--- config.mk ---
export PLATFORM = sky130hd
export DESIGN_NAME = stoch_signed_fmap_decoder
export DESIGN_NICKNAME = d
export VERILOG_FILES = /design/src/rtl/stoch_decode_pkg.sv /design/src/rtl/stoch_signed_counter.sv /design/src/rtl/stoch_signed_fmap_decoder.sv
export SDC_FILE = /design/constraint.sdc
export NUM_CORES = 2
export LEC_CHECK = 0
export BUFFER_PORTS_ARGS = -buffer_cell sky130_fd_sc_hd__buf_2
export CAP_MARGIN = 20
export CORE_MARGIN = 2
export CORE_UTILIZATION = 23
export CTS_CLUSTER_SIZE = 30
export DETAILED_ROUTE_END_ITERATION = 8
export GPL_TIMING_DRIVEN = 0
export PLACE_DENSITY_LB_ADDON = 0.08
export SLEW_MARGIN = 20
export SYNTH_ARGS = -nofsm -noshare
export SYNTH_HDL_FRONTEND = slang
export SYNTH_SLANG_ARGS = --single-unit
--- constraint.sdc ---
create_clock -name CLK -period 14.4 [get_ports CLK]
set_clock_uncertainty 0.05 [all_clocks]
set_input_delay 0 -clock CLK [delete_from_list [all_inputs] [get_ports CLK]]
set_output_delay 0 -clock CLK [all_outputs]
set_load 0.01 [all_outputs]
--- src/rtl/stoch_decode_pkg.sv ---
// Shared types and helpers for the signed stochastic feature-map decoder.
package stoch_decode_pkg;

    typedef enum logic [1:0] {
        IDLE  = 2'd0,
        ACCUM = 2'd1,
        DRAIN = 2'd2
    } state_t;

    // Signed count must span [-N, +N] with N = 2^window_log2.
    function automatic int cnt_width(input int window_log2);
        return window_log2 + 2;
    endfunction

endpackage

--- src/rtl/stoch_signed_counter.sv ---
// Per-element bipolar integrator: +1 on p-only, -1 on m-only, hold otherwise.
module stoch_signed_counter #(
    parameter int CNT_W = 10
) (
    input  logic                    CLK,
    input  logic                    nRST,
    input  logic                    clr,
    input  logic                    en,
    input  logic                    p,
    input  logic                    m,
    output logic signed [CNT_W-1:0] cnt
);

    logic signed [CNT_W-1:0] r_cnt;

    always_ff @(posedge CLK or posedge nRST) begin
        if (nRST)
            r_cnt <= '0;
        else if (clr)
            r_cnt <= '0;
        else if (en && (p != m))
            r_cnt <= p ? r_cnt + CNT_W'(1) : r_cnt - CNT_W'(1);
    end

    assign cnt = r_cnt;

endmodule

--- src/rtl/stoch_signed_fmap_decoder.sv ---
// Integrates every element's (x_p, x_m) stream pair over 2^WINDOW_LOG2 cycles
// and then drains the signed counts one element per valid/ready beat.
module stoch_signed_fmap_decoder
    import stoch_decode_pkg::*;
#(
    parameter int HEIGHT      = 4,
    parameter int WIDTH       = 4,
    parameter int CHANNELS    = 3,
    parameter int WINDOW_LOG2 = 8,
    localparam int CNT_W      = cnt_width(WINDOW_LOG2),
    localparam int NUM_EL     = HEIGHT * WIDTH * CHANNELS,
    localparam int IDX_W      = (NUM_EL > 1) ? $clog2(NUM_EL) : 1
) (
    input  logic                                         CLK,
    input  logic                                         nRST,
    input  logic                                         start,
    input  logic [HEIGHT-1:0][WIDTH-1:0][CHANNELS-1:0]   x_p,
    input  logic [HEIGHT-1:0][WIDTH-1:0][CHANNELS-1:0]   x_m,
    output logic                                         busy,
    output logic                                         out_valid,
    input  logic                                         out_ready,
    output logic signed [CNT_W-1:0]                      out_data,
    output logic [IDX_W-1:0]                             out_idx,
    output logic                                         out_last
);

    localparam logic [WINDOW_LOG2-1:0] WIN_LAST = '1;
    localparam logic [IDX_W-1:0]       IDX_LAST = IDX_W'(NUM_EL - 1);

    state_t                          r_state, w_next;
    logic [WINDOW_LOG2-1:0]          r_win;
    logic [IDX_W-1:0]                r_idx;
    logic [NUM_EL-1:0][CNT_W-1:0]    w_cnt;
    logic                            w_clr, w_en, w_beat, w_last;

    assign w_clr  = (r_state == IDLE) && start;
    assign w_en   = (r_state == ACCUM);
    assign w_last = (r_state == DRAIN) && (r_idx == IDX_LAST);
    assign w_beat = (r_state == DRAIN) && out_ready;

    always_ff @(posedge CLK or posedge nRST) begin
        if (nRST)
            r_state <= IDLE;
        else
            r_state <= w_next;
    end

    always_comb begin
        w_next = r_state;
        case (r_state)
            IDLE:    if (start) w_next = ACCUM;
            ACCUM:   if (r_win == WIN_LAST) w_next = DRAIN;
            DRAIN:   if (out_ready && w_last) w_next = IDLE;
            default: w_next = IDLE;
        endcase
    end

    // Window counter wraps to zero on the last sample, ready for the next window.
    always_ff @(posedge CLK or posedge nRST) begin
        if (nRST)
            r_win <= '0;
        else if (w_clr)
            r_win <= '0;
        else if (w_en)
            r_win <= r_win + WINDOW_LOG2'(1);
    end

    always_ff @(posedge CLK or posedge nRST) begin
        if (nRST)
            r_idx <= '0;
        else if (w_beat)
            r_idx <= w_last ? '0 : r_idx + IDX_W'(1);
    end

    for (genvar c = 0; c < CHANNELS; c++) begin : g_ch
        for (genvar h = 0; h < HEIGHT; h++) begin : g_row
            for (genvar w = 0; w < WIDTH; w++) begin : g_col
                stoch_signed_counter #(.CNT_W(CNT_W)) u_cnt (
                    .CLK  (CLK),
                    .nRST (nRST),
                    .clr  (w_clr),
                    .en   (w_en),
                    .p    (x_p[h][w][c]),
                    .m    (x_m[h][w][c]),
                    .cnt  (w_cnt[(h*WIDTH + w)*CHANNELS + c])
                );
            end
        end
    end

    // Outside DRAIN the index is zero and counters read zero after reset.
    assign busy      = (r_state != IDLE);
    assign out_valid = (r_state == DRAIN);
    assign out_idx   = r_idx;
    assign out_last  = w_last;
    assign out_data  = w_cnt[r_idx];

endmodule

Word-level counts from Yosys, hierarchy flattened
Index checks and enable logic that the tools add are counted.

storage, ports and cells
  register bits = 496

cells by class
  reduce and logical (&&, ||, !) cells = 104
  order comparisons = 1
  equality and inequality tests = 55
  mux-type cells = 153
  add/subtract/negate cells = 98

operators with widths
  operator                                                     count
  2-to-1 mux 10 bit                                            145
  adder 10 x 2 -> 10 bit (second input constant)               48
  subtractor 10 x 2 -> 10 bit (second input constant)          48
  nonzero test 2 bit                                           50
  binary-select mux 10 bit (select 6 bit)                      1
  logical AND 1 bit                                            52
  != test 1 bit                                                48
  2-to-1 mux 8 bit                                             2
  adder 8 x 1 -> 8 bit (second input constant)                 1
  == test 8 bit (second input constant)                        1
  less-than comparator 6 x 7 -> 1 bit (second input constant)  1
  adder 6 x 1 -> 6 bit (second input constant)                 1
  == test 6 bit (second input constant)                        1
  2-to-1 mux 2 bit                                             3
  2-to-1 mux 6 bit                                             1
  one-hot mux 2 bit (3 select lines)                           1
  != test 2 bit (second input constant)                        2
  AND reduction 3 bit                                          1
  == test 2 x 1 -> 1 bit (second input constant)               1
  == test 2 bit (second input constant)                        1
  zero test 2 bit                                              1
  != test 2 x 1 -> 1 bit (second input constant)               1

Depth between registers and ports, before layout
  depth after elaboration = 5
  mapped depth = 10

Cells and area by module
Synthesis repeated with hierarchy kept, for this count alone.

unflattened totals
  cell total of the unflattened synthesis = 5,370
  area total of the unflattened synthesis = 47,297.9 µm²

by module, submodules not included
  module                     cells each  area an instance (µm²)  sequential area each (µm²)  instances
  stoch_signed_counter       103         885.8                   250.2                       48
  stoch_signed_fmap_decoder  426         4,777.1                 400.4                       1

Worst setup path after synthesis
OpenSTA, ideal clock, no wires.

  kind = reg-to-output
  start point = register r_idx[0], in the netlist out_idx[0]
  end point = output port out_data[0]
  arrival = 2.006 ns
  path slack = 12.344 ns
  cell stages (with the launch flop) = 8
  data required time = 14.350 ns
  path through = dfrtp_1 -> buf_6 -> buf_6 -> buf_2 -> mux4_2 -> mux4_2 -> a21oi_1 -> a21oi_1

on the way
  cells in the longest elaborated chain, start to end = 2

ends and longest elaborated chain
  what                                     line                             RTL
  start, declared                          stoch_signed_fmap_decoder.sv:32  logic [IDX_W-1:0] r_idx;
  start signal, assigned                   stoch_signed_fmap_decoder.sv:72  r_idx <= w_last ? '0 : r_idx + IDX_W'(1);
  binary-select mux 10 bit (select 6 bit)  stoch_signed_fmap_decoder.sv:96  assign out_data = w_cnt[r_idx];
  2-to-1 mux 10 bit (implied by the code)  stoch_signed_fmap_decoder.sv:96
  end, declared                            stoch_signed_fmap_decoder.sv:22  output logic signed [CNT_W-1:0] out_data,

Every way passes these cells. The select of a mux whose other input is x is not followed.

Worst setup path in the final report
  start point = register r_idx[0], in the netlist out_idx[0]
  end point = output port out_data[3]

The elaborated chain is that of the path after synthesis.

==> results.cfg <==
[hold_path]
hp-class = primary input to register
min_path_cells = 5

[global_routing]
grt_max_degree = 84
grt_remaining_overflow = 0
antenna_found_initial = 11
grt_pass1_vias = 37600
grt_pass1_wl_um = 257000
grtUsageTotal = 0.184

[setup_path]
cp-start-kind = register
path_max_fanout = 10
crit_arrival_ps = 4680
crit_required_ps = 14350
reg2regPathDepth = 9
path_class = register to output pin
crit_path_end_kind = output pin

[route]
firstDrtPassIters = 7
first_iter_violations = 2354
drc = 0
drt_wl_total_um = 174000
antenna_left = 0
vias_per_cell = 5.06
met3_length_um = 5070
met2_length_um = 82800
wl_met1_um = 80200
route.vias.total = 38200
highest_layer = met5
wl_per_cell_um = 23.1

[finish]
area_growth_pct = 18.9
nFillCells = 19500
final_util = 0.275
final_cells = 7540
nets = 5553
drive_gt1_frac = 0.0885

[clock_network]
cts-root-buf = clkbuf_16
numCtsBuffers = 76
cts_tree = built
clock_path_buffers = 3
htree_num_levels = 3
cts.clk_slew.worst_paths_ps = 60
cts_setup_buffers = 0
cts_sinks = 496
clk_latency_ps = 690

[floorplanning]
ioPinCount = 119
die_h_um = 433
initial_core_util = 0.231
die-area_sq_um = 187000
row_count = 157
core_sq_um = 183000
fp.dieW_um = 433

[sta]
hold_slack_ps = 53.1
setup_viol = 0
final.period_utilization = 0.328
rsz0062_at_grt = no
worst_pin_slew_ps = 1170
fin_tns_setup_ps = 0
finalHoldViolations = 0
layout_min_cycle_time_ps = 4730
slew_headroom = 0.220
max_freq_mhz = 211
slew_violations = 0

[pwr]
powerDensity_nw_per_um2 = 202
p_leak_uw = 0.0209
vdd_drop_max_uv = 86.2

[place]
port_buffers = 118
dp_hpwl_um = 133000
place.gp.congestion = 0.860
post-place-cells = 7263

[logic_synthesis]
syn_area_sq_um = 42300
yosysWarningCount = 0
syn_avg_cell_area_sq_um = 9.07
synth_cell_types = 56
synth_common_cells = nand3_1 (514), dfrtp_1 (496), o21ai_0 (473), ha_1 (386), nand2_1 (241)
synthTopCellsByArea = dfrtp_1 (29%), ha_1 (11%), mux4_2 (6.7%), nand3_1 (6.1%), o21ai_0 (5.6%)
synth-main-ff-cell = dfrtp_1
async_reset_ff_frac = 1.00
synth_edf_count = 0
synth.net_count = 5198
ys_ff_latch = 496
postSynthCellCount = 4664
yosysTopAreaCellShare = 0.293
post-synth-top-count-cell = nand3_1
synth_top_area_cell = dfrtp_1
synth_seq_area_share = 0.293

[job]
maxCapViolCount = 0

[outcome]
status = finished, final reports clean
==> kinds of logic after synthesis <==
logic type | share of synthesized area
adder cells (fa/ha/maj) | 0.137
AO/OA/AOI/OAI | 0.204
XOR/XNOR | 0.0497
buffers and inverters | 0.0400
flip-flops | 0.293
AND/OR/NAND/NOR | 0.197
multiplexers | 0.0788
==> layout by cell type (no fill, tap or decap), types with 43 or more instances in the layout <==
master         netlist  layout
o21a_1             136     136
nand2b_1           124     124
nor4_1              43      43
dlygate4sd3_1        0     142
a21o_1             128     128
nor2b_1             91      91
o21ai_0            473     473
nand3b_1            46      46
clkbuf_16            0      79
mux2i_1             45      45
nor4b_1             70      70
mux4_2             126     126
inv_1              204     203
buf_2               27     149
fa_1                48      48
nor2_1             116     116
xnor2_1             59      59
ha_1               386     386
clkbuf_1           134     144
a31oi_1             84      84
nand2_1            241     241
o31ai_1             78      78
a21oi_1            185     185
xor2_1             181     181
nand3_1            514     514
nor3_1             126     126
dfrtp_1            496     496
nor3b_1             74      74
==> worst max-delay path, cell delays in order (launching register included) <==
cell and delay [ps]:
dfrtp_1 490, buf_6 270, buf_8 220, buf_6 250
buf_4 340, buf_4 410, mux2i_1 160, a22oi_1 510
a31oi_1 300, a21oi_1 750, buf_2 260
==> layer usage <==
| metal | vias to the layer above | global-route usage |
|---|---|---|
| li1 | 18400 | - |
| met1 | 19000 | 0.245 |
| met2 | 569 | 0.309 |
| met3 | 183 | 0.0194 |
| met4 | 4 | 0.0648 |
| met5 | - | 0 |
==> area by class of cell <==
cell class,count,area (sq um),area share
Inverter,204,773,0.0154
Antenna cell,2,5.00,0.0000994
Clock inverter,14,150,0.00298
Tap cell,2464,3080,0.0612
Multi-Input combinational cell,3756,28200,0.561
Buffer,208,947,0.0188
Clock buffer,119,2310,0.0458
Timing Repair Buffer,277,2440,0.0485
Sequential cell,496,12400,0.247
==> stage by stage <==
stage	total power (uW)	cell area (sq um)	setup WS, ps
after floorplan	6540	42300	504
after global placement	8190	46000	-9100
after detailed placement	8180	46500	10530
after CTS	10300	50300	9780
after global routing	11100	50300	9750
final	10200	50300	9670
==> worst paths after layout <==
kind,startpoint,endpoint,slack (ps)
setup / recovery,out_idx[0],out_data[3],9670
hold / removal,x_m[2],g_ch[2].g_row[0].g_col[0].u_cnt.cnt[9],50
setup reg to reg,r_state[0],g_ch[1].g_row[3].g_col[2].u_cnt.cnt[9],10730
hold reg to reg,r_win[7],r_win[7],440
max in group asynchronous,nRST,g_ch[1].g_row[1].g_col[3].u_cnt.cnt[9],12490
min in group asynchronous,nRST,g_ch[2].g_row[0].g_col[3].u_cnt.cnt[8],350
==> report_power, final <==
part / internal (uW) / switching (uW) / total [uW]
clock: 1130 / 772 / 1900
combinational: 2410 / 2860 / 5260
sequential: 2070 / 927 / 2990
total: 5600 / 4560 / 10200
==> registers in the layout (all words and copies together) (netlist names) <==
signal and flops:
r_win 8, g_ch.g_row.g_col.u_cnt.cnt 480, out_idx 6, r_state 2
==> repair_timing <==
item                      in CTS  in global routing
gates resized for setup        0                  0
hold buffers                 142                  0
hold endpoints to repair     568                  0
(Power assumes the default switching activity.)
